### src/rtl/inst_encoder_loader.sv
// inst_encoder_loader: packs symbolic MIPS instruction requests into 32-bit
// words, queues them in a small FIFO and streams them into instruction
// memory at sequential word addresses.
//
// Handshake: a request transfers on a rising edge where in_valid && in_ready.
// in_ready depends only on internal state (never on in_valid), so the sender
// may hold its request until it sees the transfer. A transfer in a clear cycle
// still counts as accepted by the sender, but its word is dropped.
module inst_encoder_loader #(
   parameter int DEPTH     = 8,
   parameter int ADDR_W    = 10,
   parameter int BASE_ADDR = 0
) (
   input  logic              clk,
   input  logic              rst,
   input  logic              clear,
   input  logic              flush,
   input  logic              in_valid,
   output logic              in_ready,
   input  logic [3:0]        in_kind,
   input  logic [4:0]        in_rs,
   input  logic [4:0]        in_rt,
   input  logic [4:0]        in_rd,
   input  logic [15:0]       in_imm,
   input  logic [25:0]       in_target,
   input  logic              im_stall,
   output logic              im_we,
   output logic [ADDR_W-1:0] im_addr,
   output logic [31:0]       im_wdata,
   output logic [15:0]       wr_count,
   output logic              err_illegal,
   output logic              done
);

   localparam int PW = $clog2(DEPTH);
   localparam logic [PW:0] FULL_CNT = (PW+1)'(DEPTH);
   localparam logic [ADDR_W-1:0] BASE = ADDR_W'(BASE_ADDR);

   // Instruction kinds as presented on in_kind
   localparam logic [3:0] K_ADD   = 4'd0;
   localparam logic [3:0] K_SUB   = 4'd1;
   localparam logic [3:0] K_OR    = 4'd2;
   localparam logic [3:0] K_ADDIU = 4'd3;
   localparam logic [3:0] K_LW    = 4'd4;
   localparam logic [3:0] K_SW    = 4'd5;
   localparam logic [3:0] K_BEQ   = 4'd6;
   localparam logic [3:0] K_LUI   = 4'd7;
   localparam logic [3:0] K_J     = 4'd8;

   typedef enum logic [1:0] {
      IDLE     = 2'd0,
      RUN      = 2'd1,
      FLUSHING = 2'd2
   } state_t;

   state_t            state;
   logic [31:0]       mem [DEPTH];
   logic [PW-1:0]     rd_ptr;
   logic [PW-1:0]     wr_ptr;
   logic [PW:0]       count;
   logic [ADDR_W-1:0] wr_addr;     // address the next write will use
   logic [31:0]       enc_word;
   logic              legal;
   logic              full;
   logic              empty;
   logic              accept;
   logic              push;
   logic              pop;

   assign full     = (count == FULL_CNT);
   assign empty    = (count == '0);
   assign in_ready = !full && (state != FLUSHING);
   assign legal    = (in_kind <= K_J);
   assign accept   = in_valid && in_ready;
   // clear wins over both FIFO operations in the same cycle
   assign push     = accept && legal && !clear;
   assign pop      = !empty && !im_stall && !clear;

   // Combinational encoder: request fields to a 32-bit MIPS word (shamt = 0)
   always_comb begin
      enc_word = 32'd0;
      case (in_kind)
         K_ADD:   enc_word = {6'b000000, in_rs, in_rt, in_rd, 5'd0, 6'b100000};
         K_SUB:   enc_word = {6'b000000, in_rs, in_rt, in_rd, 5'd0, 6'b100010};
         K_OR:    enc_word = {6'b000000, in_rs, in_rt, in_rd, 5'd0, 6'b100101};
         K_ADDIU: enc_word = {6'b001001, in_rs, in_rt, in_imm};
         K_LW:    enc_word = {6'b100011, in_rs, in_rt, in_imm};
         K_SW:    enc_word = {6'b101011, in_rs, in_rt, in_imm};
         K_BEQ:   enc_word = {6'b000100, in_rs, in_rt, in_imm};
         K_LUI:   enc_word = {6'b001111, 5'd0, in_rt, in_imm};
         K_J:     enc_word = {6'b000010, in_target};
         default: enc_word = 32'd0;
      endcase
   end

   // FIFO storage; contents need no reset because occupancy is tracked separately
   always_ff @(posedge clk) begin
      if (push) begin
         mem[wr_ptr] <= enc_word;
      end
   end

   // FIFO pointers/occupancy, write port, counters, error flag and state machine
   always_ff @(posedge clk or posedge rst) begin
      if (rst) begin
         rd_ptr      <= '0;
         wr_ptr      <= '0;
         count       <= '0;
         wr_addr     <= BASE;
         im_we       <= 1'b0;
         im_addr     <= BASE;
         im_wdata    <= 32'd0;
         wr_count    <= 16'd0;
         err_illegal <= 1'b0;
         done        <= 1'b0;
         state       <= IDLE;
      end else if (clear) begin
         rd_ptr      <= '0;
         wr_ptr      <= '0;
         count       <= '0;
         wr_addr     <= BASE;
         im_we       <= 1'b0;
         im_addr     <= BASE;
         wr_count    <= 16'd0;
         err_illegal <= 1'b0;
         done        <= 1'b0;
         state       <= IDLE;
      end else begin
         if (push) begin
            wr_ptr <= wr_ptr + 1'b1;
         end
         if (pop) begin
            rd_ptr <= rd_ptr + 1'b1;
         end
         case ({push, pop})
            2'b10:   count <= count + 1'b1;
            2'b01:   count <= count - 1'b1;
            default: count <= count;
         endcase

         // im_addr shows the address being written while im_we is high and
         // the next address to be written otherwise
         im_we   <= pop;
         im_addr <= wr_addr;
         if (pop) begin
            im_wdata <= mem[rd_ptr];
            wr_addr  <= wr_addr + 1'b1;
            if (wr_count != 16'hFFFF) begin
               wr_count <= wr_count + 16'd1;
            end
         end

         if (accept && !legal) begin
            err_illegal <= 1'b1;
         end

         // A flush that finds the FIFO empty completes immediately; otherwise
         // done fires on the edge after the last pop, i.e. after the last write
         done <= 1'b0;
         case (state)
            IDLE: begin
               if (flush) begin
                  if (empty) done <= 1'b1;
                  else       state <= FLUSHING;
               end else if (!empty) begin
                  state <= RUN;
               end
            end
            RUN: begin
               if (flush) begin
                  if (empty) begin
                     done  <= 1'b1;
                     state <= IDLE;
                  end else begin
                     state <= FLUSHING;
                  end
               end else if (empty && !im_we) begin
                  state <= IDLE;
               end
            end
            FLUSHING: begin
               if (empty) begin
                  done  <= 1'b1;
                  state <= IDLE;
               end
            end
            default: state <= IDLE;
         endcase
      end
   end

endmodule

### config.mk
export PLATFORM = sky130hd
export DESIGN_NAME = inst_encoder_loader
export DESIGN_NICKNAME = d
export VERILOG_FILES = /design/src/rtl/inst_encoder_loader.sv
export SDC_FILE = /design/constraint.sdc
export NUM_CORES = 1
export LEC_CHECK = 0
export CORE_MARGIN = 2
export CORE_UTILIZATION = 30
export DETAILED_ROUTE_END_ITERATION = 6
export GPL_ROUTABILITY_DRIVEN = 0
export PLACE_DENSITY = 0.56
export SLEW_MARGIN = 20
export SYNTH_ARGS = -nofsm -noshare
export SYNTH_HDL_FRONTEND = slang
export SYNTH_SLANG_ARGS = --single-unit
### constraint.sdc
create_clock -name clk -period 7.6 [get_ports clk]
set_clock_uncertainty 0.05 [all_clocks]
set_input_delay 1.9 -clock clk [delete_from_list [all_inputs] [get_ports clk]]
set_output_delay 1.9 -clock clk [all_outputs]
set_load 0.005 [all_outputs]
=== After elaboration in Yosys (flattened, before gate mapping) ===
Memories as Yosys holds them, arrays and structs flattened. A register that Yosys moved wholly into a read port is not among the register bits.
Cells that the tools add are included.

* $lt $le $gt $ge: 1
* Add/sub/neg operators: 6
* Bitwise operators: 1
* Equality and inequality tests: 18
* Muxes and demuxes: 31
* Reductions and logical operators: 26

{| class="wikitable"
|+ Operators with widths
! cell !! count
|-
| one-hot mux 32 bit (9 select lines) || 1
|-
| two-way mux 16 bit || 3
|-
| two-way mux 10 bit || 3
|-
| adder 16 x 1 -> 16 bit (second input constant) || 1
|-
| equality test 4 x 3 -> 1 bit (second input constant) || 4
|-
| two-way mux 2 bit || 8
|-
| inequality test 16 bit (second input constant) || 1
|-
| two-way mux 3 bit || 4
|-
| adder 10 x 1 -> 10 bit (second input constant) || 1
|-
| equality test 4 x 2 -> 1 bit (second input constant) || 2
|-
| equality test 4 bit (second input constant) || 2
|-
| logical AND 1 bit || 8
|-
| logical NOT 4 bit || 2
|-
| two-way mux 1 bit || 8
|-
| one-hot mux 4 bit (2 select lines) || 1
|-
| nonzero test 2 bit || 4
|-
| adder 3 x 1 -> 3 bit (second input constant) || 2
|-
| logical NOT 1 bit || 6
|-
| inequality test 3 bit (second input constant) || 2
|-
| one-hot mux 2 bit (3 select lines) || 1
|-
| adder 4 x 1 -> 4 bit (second input constant) || 1
|-
| equality test 2 x 1 -> 1 bit (second input constant) || 2
|-
| equality test 2 bit (second input constant) || 2
|-
| equality test 4 x 1 -> 1 bit (second input constant) || 1
|-
| 12 further kinds || 13
|}

* RAM bits: 256
* Bits in registers: 51
* Output and inout port bits: 62
* Input port bits: 67
* Logic and storage cells: 94
* Memories: 1

{| class="wikitable"
|+ Memories
! name !! words !! width !! read ports !! clocked after Yosys merged registers in !! write ports !! line !! RTL
|-
| mem || 8 || 32 || 1 || 1 || 1 || 57 || <nowiki>logic [31:0] mem [DEPTH];</nowiki>
|}

=== Depth between registers and ports, before layout ===
Gate-level depths: netlist of run 1.

* Word-level depth: 9
* Gate-level depth with buffers: 12
* Mapped depth without buffers: 9

=== Worst setup path after synthesis of run 1 ===
No wires, ideal clock.

* Kind: input port to flip-flop
* Start: input in_kind[0]
* End: memory mem[0][0], enable pin
* Path buffers: 3
* Arrival: 6.358 ns
* Setup time: 0.508 ns
* Cell stages on the path: 6
* Path slack: 0.684 ns
* Required time: 7.042 ns
* Cells stage by stage: buf_6 o31a_1 buf_6 or4b_1 buf_2 nor4b_1

* Word-level cells in the longest chain between the ends: 5

{| class="wikitable"
|+ RTL lines
! element !! line !! RTL
|-
| start: declaration || 20 || <nowiki>input logic [3:0] in_kind,</nowiki>
|-
| less-or-equal comparator 4 bit || 73 || <nowiki>assign legal = (in_kind <= K_J);</nowiki>
|-
| logical AND 1 bit (2 in series) || 76 || <nowiki>assign push = accept && legal && !clear;</nowiki>
|-
| two-way mux 1 bit || 98 || <nowiki>if (push) begin</nowiki>
|-
| two-way mux 1 bit (not written as such) || 99 || <nowiki>mem[wr_ptr] <= enc_word;</nowiki>
|-
| end: declaration || 57 ||
|}

No other way between the ends.

=== Worst setup path in the final report of run 1 ===
* Start: input in_kind[1]
* End: memory mem[5][13], enable pin

Same word-level chain as after synthesis.

==> results of run 1 <==
[cells in the final DEF, fill, tap and decap left out, drive strengths merged, types with 7 or more instances in the layout]
cell type	count
edfxtp	248
clkdlybuf4s50	126
dfrtp	82
mux4	62
nand2	62
clkbuf	49
o21ai	44
nor2	40
mux2i	33
a21oi	24
inv	21
nand3	17
buf	16
nor2b	15
a22oi	12
or4	11
mux2	11
clkinv	9
o31ai	8
xnor2	7
nor4	7
[power by group through the flow]
stage | combinational, mW | clock, mW | sequential, mW
6_report | 0.923 | 1.73 | 2.20
2_1_floorplan | 0.610 | 0 | 2.18
3_3_place_gp | 0.941 | 0 | 2.24
3_5_place_dp | 0.950 | 0 | 2.24
4_1_cts | 0.952 | 1.77 | 2.21
5_1_grt | 1.02 | 1.84 | 2.23
[through the flow]
| step | std cells | util [%] | setup slack (ns) |
|---|---|---|---|
| floorplan | 819 | - | 0.684 |
| global placement | 1501 | 34.8 | 2.00 |
| CTS | 1566 | 37.5 | 2.49 |
| detailed placement | 1501 | 34.9 | 1.93 |
| global route | 1567 | 37.6 | 2.27 |
| finish | 1567 | 37.6 | 2.51 |
[registers in the layout (all words and copies together) (netlist names)]
signal and count:
mem 248, im_wdata 31, wr_count 16, im_addr 10, wr_addr 10, count 4, rd_ptr 3, wr_ptr 3
state 2, done 1, err_illegal 1, im_we 1
[critical path, cell delays in order]
cell	delay, ns
clkdlybuf4s50_1	0.71
o31a_1	0.64
nor4b_4	0.69
nand2_1	0.36
nor2_4	0.86
[Yosys cell counts (6+ instances only)]
cell	count
edfxtp_1	248
dfrtp_1	82
mux4_2	62
nand2_1	62
o21ai_0	44
nor2_1	40
mux2i_1	33
clkbuf_1	30
a21oi_1	24
inv_1	17
nand3_1	17
nor2b_1	15
a22oi_1	12
buf_2	11
or4_1	11
mux2_2	10
o31ai_1	8
xnor2_1	7
buf_1	6
ha_1	6
nor4_1	6
[final timing paths]
kind	to	cells past startpoint	start	slack (ns)
min in group asynchronous	im_addr[5]	2	rst	1.80
max in group asynchronous	rd_ptr[0]	3	rst	4.71
hold / removal	im_wdata[9]	2	im_wdata[9]	0.43
hold reg to reg	im_wdata[9]	2	im_wdata[9]	0.43
setup reg to reg	count[3]	9	count[0]	4.40
setup / recovery	mem[5][13]	5	in_kind[1]	2.51
[cells by family after synthesis]
family | count (synthesis)
adders and majority gates | 6
xor gates and xnor gates | 11
and+or+nand+nor | 184
AOI/OAI and AO/OA | 113
buffers and inverters | 68
muxes | 106
DFF | 330
other | 1
[per-layer routing]
layer / global-route usage, % / vias up
li1: - / 3459
met1: 18.0 / 3876
met2: 21.7 / 186
met3: 2.40 / 40
met4: 3.89 / 0
met5: 0 / -
[area by class of cell]
cell class / instances / area, um^2
sequential: 330 / 9510
multi-input combinational: 421 / 3730
tap: 592 / 741
inverter: 17 / 66.3
clock buffer: 49 / 1000
clock inverter: 16 / 165
fill: 4066 / 27600
timing repair buffer: 142 / 1400
==> flow_metrics.py, run 1 <==
metrics = {
    "clock_tree": {
        "cts_hold_buf": 0,
        "htree_num_levels": 2,
        "cts_setup_buffers": 0,
        "cts_tree": "yes",
        "cts_buffer_depth": 3,
        "post_cts_resized": 0,
        "numCtsBuffers": 36,
        "cts_num_sinks": 330,
        "clk_latency_ns": 0.55,
        "clk_pin_slew_worst_paths_ns": 0.06,
        "clock-root-buffer": "clkbuf_16",
    },
    "pwr": {
        "ir_drop_v": 0.000181,
        "clkPwrFrac_pct": 35.6,
        "intPower_mw": 3.58,
        "p_sw_share_pct": 26.1,
        "p_comb_share_pct": 19.0,
        "p_switching_mw": 1.27,
        "p_per_area_mw_per_mm2": 292,
        "power_mw": 4.85,
        "power_frac_seq_pct": 45.4,
        "leakage_nw": 5.60,
    },
    "setup_path": {
        "critical_path.startpoint_type": "primary input",
        "crit_type": "in2reg",
        "cp_max_fo": 31,
        "arrival_ns": 5.20,
        "endpoint_kind": "flip-flop",
        "worst_ep_required_time_ns": 7.71,
    },
    "floorplanning": {
        "boundaryPins": 129,
        "fp.dieW_um": 216,
        "start_util_pct": 30.4,
        "core-area_mm2": 0.0442,
        "die_h_um": 216,
        "rows": 77,
        "dieArea_mm2": 0.0466,
    },
    "routing": {
        "route.detailed.drc": 0,
        "met1Wirelength_mm": 14.0,
        "wl_met2_mm": 15.0,
        "drtIter0Drc": 622,
        "wl_per_cell_um": 19.7,
        "via_per_inst": 4.83,
        "drtAntennaViolNets": 0,
        "top_layer": "met4",
        "wl_met3_mm": 1.34,
        "dr.pass1.iters": 5,
        "wirelength_mm": 30.9,
        "dr_total_vias": 7561,
    },
    "logic_synthesis": {
        "synth_xor_area_share_pct": 0.716,
        "synth_top_area_share_pct": 55.4,
        "ys_ff_latch": 330,
        "ys.flop_type": "edfxtp_1",
        "yosys.area.top_type": "edfxtp_1",
        "syn_inst": 819,
        "syn_avg_cell_area_um2": 16.4,
        "synth-simple-area-share_pct": 6.91,
        "yosys-top-cells-area": "edfxtp_1 55%, dfrtp_1 15%, mux4_2 10%, mux2i_1 2.5%, nand2_1 1.7%",
        "synth_cell_types": 55,
        "muxShareOfSynthArea_pct": 13.8,
        "synth_top_family_by_area": "multiplexers",
        "syn_area_mm2": 0.0135,
        "ys_warn_count": 0,
        "async_reset_ff_share_pct": 24.8,
        "syn_nets": 892,
        "synth_compound_area_share_pct": 5.24,
        "synthAdderAreaFrac_pct": 0.558,
        "ys_seq_area_share_pct": 70.6,
        "synth_edf_count": 248,
    },
    "finish": {
        "drive_gt1_share_pct": 16.4,
        "final_cell_area_mm2": 0.0166,
        "area_growth_pct": 23.5,
        "diodes": 0,
        "fin_nets": 1021,
    },
    "grt": {
        "grt_max_degree": 66,
        "grt_pass1_vias": 7663,
        "grt_overflow": 0,
        "antenna_found_initial": 0,
        "grt_pass1_wl_mm": 47.0,
        "grt_usage_pct": 13.2,
    },
    "timing": {
        "rsz0062_at_grt": "false",
        "relSlewSlack_pct": 30.5,
        "hold_viol_final": 0,
        "max_freq_mhz": 197,
        "setup_viol": 0,
        "worstMarginPinSlew_ns": 1.04,
        "slew_violations": 0,
        "tns_ns": 0,
        "hold-worst-slack_ns": 0.432,
        "period_minus_slack_ns": 5.09,
        "finalCritPeriodShare_pct": 67.0,
    },
    "job": {
        "max_cap_violations": 0,
    },
    "worst_hold_path": {
        "hp-class": "reg2reg",
    },
    "placement": {
        "dp_hpwl_mm": 18.7,
        "portBuffers": 127,
        "dpl_cell_area_mm2": 0.0154,
    },
    "outcome": {
        "status": "finished clean",
    },
}
Note: power is estimated with default switching activity, not from simulation.
==> run 2, diff against run 1 <==
Settings changed: PLACE_DENSITY 0.56 to 0.58.
Clock period 7.6 ns to 4.38 ns, I/O delays scaled along.
==> run 2 against run 1 <==
Compared with the run above:
- final area up 1.5%
- clock power up 80%
- non-clock buffer count up 17
- die area unchanged
- global-route usage down 0.22 points
- critical endpoint is now in_ready
- combinational power up 72%
- final cell count up 1.2%
- count of clock-buffer cells in the layout down 4
- sequential share of layout area down 0.85 points
- via count up 1.5%
- wire length down 1.9%
- core utilization up 0.57 points
==> flow_metrics.py, run 2 (synthesis results as in run 1) <==
metrics = {
    "finish": {
        "final_common_cell": "edfxtp_1",
        "area_growth_pct": 25.3,
        "top_register": "mem",
        "diodes": 0,
        "drive_gt1_share_pct": 18.0,
        "reg.largest.list": "mem (248), im_wdata (31), wr_count (16)",
        "largest_reg_flops": 248,
        "n_fill_cell": 4090,
        "fin_nets": 1039,
        "final_cell_mix": "248 x edfxtp_1, 126 x clkdlybuf4s50_1, 79 x dfrtp_1",
    },
    "setup_path": {
        "reg2reg_slack_ns": 1.59,
        "crit_type": "reg2out",
        "crit_path_start": "count[0]",
        "endpoint_kind": "output pin",
        "arrival_ns": 2.51,
        "cp_max_fo": 8,
        "slowest_delay_ns": 0.84,
        "r2r-end": "count[3]",
        "ff2ff_path_depth": 8,
        "crit_end": "in_ready",
        "path_cells": "nor4b_1 -> nor2_1 -> clkdlybuf4s50_1",
        "r2r_start": "count[0]",
        "worst_ep_required_time_ns": 3.23,
        "critical_path.startpoint_type": "flip-flop",
        "slowest_stage": "nor4b_1",
    },
    "placement": {
        "portBuffers": 127,
        "place_ws_ns": 0.455,
        "dp_hpwl_mm": 18.7,
    },
    "pwr": {
        "clkPwrFrac_pct": 36.4,
        "p_per_area_mw_per_mm2": 508,
        "p_sw_share_pct": 26.0,
        "leakage_nw": 5.73,
        "intPower_mw": 6.35,
        "ir_drop_v": 0.000270,
        "power_mw": 8.57,
        "p_comb_share_pct": 18.5,
        "p_switching_mw": 2.23,
        "power_frac_seq_pct": 45.1,
    },
    "clock_tree": {
        "cts_hold_buf": 0,
        "clk_pin_slew_worst_paths_ns": 0.06,
        "numCtsBuffers": 37,
        "clk_latency_ns": 0.54,
        "cts_setup_buffers": 0,
        "cts_tree": "yes",
        "cts_num_sinks": 330,
        "cts_buffer_depth": 3,
        "post_cts_resized": 0,
        "htree_num_levels": 2,
        "clock-root-buffer": "clkbuf_16",
    },
    "routing": {
        "wirelength_mm": 30.3,
        "wl_per_cell_um": 19.1,
        "dr.pass1.iters": 5,
        "drtAntennaViolNets": 0,
        "drtIter0Drc": 644,
        "via_per_inst": 4.84,
        "dr_total_vias": 7674,
        "route.detailed.drc": 0,
    },
    "timing": {
        "period_minus_slack_ns": 3.65,
        "rsz0062_at_grt": "false",
        "hold_viol_final": 0,
        "worstMarginPinSlew_ns": 1.04,
        "worst_slack_ns": 0.728,
        "setup_viol": 0,
        "slew_violations": 0,
        "hold-worst-slack_ns": 0.430,
        "max_freq_mhz": 274,
        "finalCritPeriodShare_pct": 83.4,
        "relSlewSlack_pct": 30.3,
    },
    "floorplanning": {
        "die_h_um": 216,
        "boundaryPins": 129,
        "rows": 77,
        "core-area_mm2": 0.0442,
        "start_util_pct": 30.4,
        "dieArea_mm2": 0.0466,
        "fp.dieW_um": 216,
    },
    "grt": {
        "grt_overflow": 0,
        "antenna_found_initial": 1,
        "grt_pass1_wl_mm": 46.5,
        "grt_max_degree": 65,
        "grt_pass1_vias": 7577,
        "grt_usage_pct": 13.0,
    },
    "worst_hold_path": {
        "hp-class": "reg2reg",
    },
    "outcome": {
        "status": "finished clean",
    },
    "job": {
        "max_cap_violations": 0,
    },
}
## run 2: metrics by stage
step / cell area, um^2 / TNS, ns / cells / utilization [%]
after CTS: 16900 / 0 / 1586 / 38.1
after detailed placement: 15600 / 0 / 1519 / 35.4
after global routing: 16900 / 0 / 1586 / 38.1
after floorplan: 13500 / -61.73 / 819 / -
final: 16900 / 0 / 1586 / 38.1
after global placement: 15600 / 0 / 1519 / 35.4
## run 2: routing by layer
layer,share of wire (%),wire (um),vias to the layer above,track usage (%)
met2,48,14500,195,20.9
li1,-,-,3498,-
met4,1.7,509,0,3.26
met1,46,13800,3939,18.4
met3,4.9,1470,42,2.24
met5,0,0,-,0
## run 2: power by group through the flow
stage	registers (mW)	logic [mW]	clock network [mW]
floorplan	3.78	1.06	0
global placement	3.94	1.61	0
detailed placement	3.94	1.63	0
CTS	3.88	1.64	3.20
global route	3.92	1.75	3.34
finish	3.86	1.59	3.12
## run 2: worst max-delay path: cells and delay by family, from the launching register on
kind / cells / cell delay (ns)
AND/OR/NAND/NOR: 2 / 0.98
buffers and inverters: 1 / 0.54
flip-flops: 1 / 0.45
## run 2: how the worst min path moves through the flow
stage | startpoint | to | slack, ns | cells after the start
6_report | im_wdata[8] | im_wdata[8] | 0.43 | 2
5_1_grt | im_wdata[20] | im_wdata[20] | 0.46 | 2
4_1_cts | im_wdata[5] | im_wdata[5] | 0.44 | 2
3_5_place_dp | im_wdata[5] | im_wdata[5] | 0.42 | 2
3_3_place_gp | im_wdata[10] | im_wdata[10] | 0.41 | 2
2_1_floorplan | state[1] | state[0] | 0.41 | 1
## run 2: area by class of cell
class | instances | area, um^2 | area share (%)
multi-input combinational | 421 | 3740 | 22.2
tap | 592 | 741 | 4.39
timing repair buffer | 159 | 1580 | 9.38
inverter | 17 | 66.3 | 0.393
clock inverter | 22 | 251 | 1.49
clock buffer | 45 | 977 | 5.79
sequential | 330 | 9510 | 56.4
==> run 3, diff against run 2 <==
Settings changed: PLACE_DENSITY 0.58 to 0.56.
Clock period 4.38 ns to 3.5 ns, I/O delays scaled along.
==> run 3 against run 2 <==
Compared with the run above:
- count of clock-buffer cells in the layout is 5 higher
- power grew 25%
- clock power increased by 23%
- combinational power is 32% higher
- worst setup slack got worse by 0.19 ns
- core utilization is 0.59 points higher
- via count increased by 0.36%
==> flow_metrics.py, run 3 (synthesis results as in run 1) <==
metrics = {
    "routing": {
        "dr.pass1.iters": 6,
        "drtIter0Drc": 714,
        "wirelength_mm": 31.3,
        "drtAntennaViolNets": 0,
        "route.detailed.drc": 0,
        "via_per_inst": 4.77,
        "wl_per_cell_um": 19.3,
        "dr_total_vias": 7702,
    },
    "setup_path": {
        "cp_max_fo": 8,
        "path_cells": "nor4b_1 -> buf_4 -> nor2_1 -> clkdlybuf4s50_1",
        "worst_ep_required_time_ns": 2.57,
        "endpoint_kind": "output pin",
        "arrival_ns": 2.04,
        "slowest_stage": "clkdlybuf4s50_1",
        "crit_family": "buffers and inverters",
        "critical_path.startpoint_type": "flip-flop",
        "slowest_delay_ns": 0.50,
        "worst-path-buf-inv": 2,
        "crit_type": "reg2out",
    },
    "finish": {
        "fin_nets": 1070,
        "final_common_cell": "edfxtp_1",
        "largest_reg_flops": 248,
        "area_growth_pct": 27.3,
        "diodes": 0,
        "drive_gt1_share_pct": 20.2,
        "reg.largest.list": "mem (248), im_wdata (31), wr_count (16)",
        "top_register": "mem",
        "n_fill_cell": 4061,
        "final_cell_mix": "248 x edfxtp_1, 126 x clkdlybuf4s50_1, 79 x dfrtp_1",
        "multi_input_area_mm2": 0.00376,
        "seqCellArea_mm2": 0.00951,
    },
    "grt": {
        "grt_usage_pct": 13.5,
        "grt_pass1_wl_mm": 48.5,
        "antenna_found_initial": 0,
        "grt_overflow": 0,
        "grt_pass1_vias": 7915,
        "grt_max_degree": 65,
    },
    "pwr": {
        "leakage_nw": 5.88,
        "p_sw_share_pct": 25.7,
        "clkPwrFrac_pct": 35.7,
        "ir_drop_v": 0.000290,
        "power_frac_seq_pct": 44.7,
        "p_per_area_mw_per_mm2": 626,
        "p_switching_mw": 2.75,
        "p_comb_share_pct": 19.6,
        "intPower_mw": 7.97,
    },
    "floorplanning": {
        "die_h_um": 216,
        "dieArea_mm2": 0.0466,
        "fp.dieW_um": 216,
        "start_util_pct": 30.4,
        "boundaryPins": 129,
        "core-area_mm2": 0.0442,
        "rows": 77,
    },
    "timing": {
        "rsz0062_at_grt": "false",
        "tns_ns": 0,
        "hold_viol_final": 0,
        "setup_viol": 0,
        "finalCritPeriodShare_pct": 84.6,
        "period_minus_slack_ns": 2.96,
        "hold-worst-slack_ns": 0.431,
        "slew_violations": 0,
        "max_freq_mhz": 338,
        "relSlewSlack_pct": 29.8,
        "worstMarginPinSlew_ns": 1.05,
    },
    "placement": {
        "dp_hpwl_mm": 20.4,
        "portBuffers": 127,
    },
    "worst_hold_path": {
        "hp-class": "reg2reg",
    },
    "clock_tree": {
        "cts_buffer_depth": 3,
        "cts_tree": "yes",
        "cts_num_sinks": 330,
        "post_cts_resized": 0,
        "clk_latency_ns": 0.52,
        "clk_pin_slew_worst_paths_ns": 0.06,
        "clock-root-buffer": "clkbuf_16",
        "cts_setup_buffers": 0,
        "cts_hold_buf": 0,
        "numCtsBuffers": 37,
        "htree_num_levels": 2,
    },
    "outcome": {
        "status": "finished clean",
    },
    "job": {
        "max_cap_violations": 0,
    },
}
==> run 3: cell count changes in the layout (fill, tap and decap cells not counted) <==
cell and change:
buf_4 +28, clkbuf_8 +4, buf_12 +3, nor3_2 -3, nor3_4 +3, clkinv_1 +2, clkinv_2 -2, clkinv_4 -2
inv_6 -2, bufinv_16 -1, clkbuf_1 +1, inv_16 -1, nand2_1 -1, nand2_2 +1
==> run 3: worst reg2reg max path: stages, from the launching register on <==
cell and delay, ns:
dfrtp_1 0.45, or4_1 0.71, nand2_2 0.13, nor2_1 0.07, ha_1 0.37, and3_1 0.18, o22ai_1 0.09, mux2_2 0.30
o211ai_1 0.15
==> run 3: cell type report <==
type / instances / share of cell area [%]
multi-input cells: 421 / 22.0
repair buffers: 190 / 10.8
clock inverters: 16 / 0.957
clock buffers: 50 / 6.05
flip-flops and latches: 330 / 55.5
well taps: 592 / 4.32
inverters: 17 / 0.387
==> run 3: routing by layer <==
metal	part of all wire (%)	global-route usage, %	vias to the layer above
met2	48	21.6	169
met4	1.6	3.33	0
met1	46	19.2	3946
li1	-	-	3549
met5	0	0	-
met3	4.2	2.34	38
==> run 3: stage by stage <==
| step | setup slack [ns] | std cells | total power, mW | instance area (um^2) | utilization (%) |
|---|---|---|---|---|---|
| 2_1_floorplan | -0.293 | 819 | 6.07 | 13500 | - |
| 3_3_place_gp | 0.0742 | 1550 | 7.02 | 15900 | 36.0 |
| 3_5_place_dp | 0.0290 | 1550 | 7.04 | 15900 | 36.0 |
| 4_1_cts | 0.469 | 1616 | 10.9 | 17100 | 38.7 |
| 5_1_grt | 0.405 | 1616 | 11.3 | 17100 | 38.7 |
| 6_report | 0.538 | 1616 | 10.7 | 17100 | 38.7 |
==> run 3: worst paths after layout <==
kind	endpoint	slack [ns]	from	cells after the start
worst max-delay path	in_ready	0.54	count[0]	4
worst min-delay path	im_wdata[9]	0.43	im_wdata[9]	2
worst max register to register	count[3]	0.92	count[0]	8
worst min register to register	im_wdata[9]	0.43	im_wdata[9]	2
max in group asynchronous	wr_count[11]	2.01	rst	3
min in group asynchronous	im_addr[9]	0.78	rst	2
==> run 3: power groups by stage <==
stage / Clock [mW] / Combinational (mW) / Sequential [mW]
global route: 4.11 / 2.33 / 4.85
global placement: 0 / 2.14 / 4.88
finish: 3.83 / 2.10 / 4.80
CTS: 3.92 / 2.16 / 4.81
detailed placement: 0 / 2.15 / 4.89
floorplan: 0 / 1.34 / 4.73
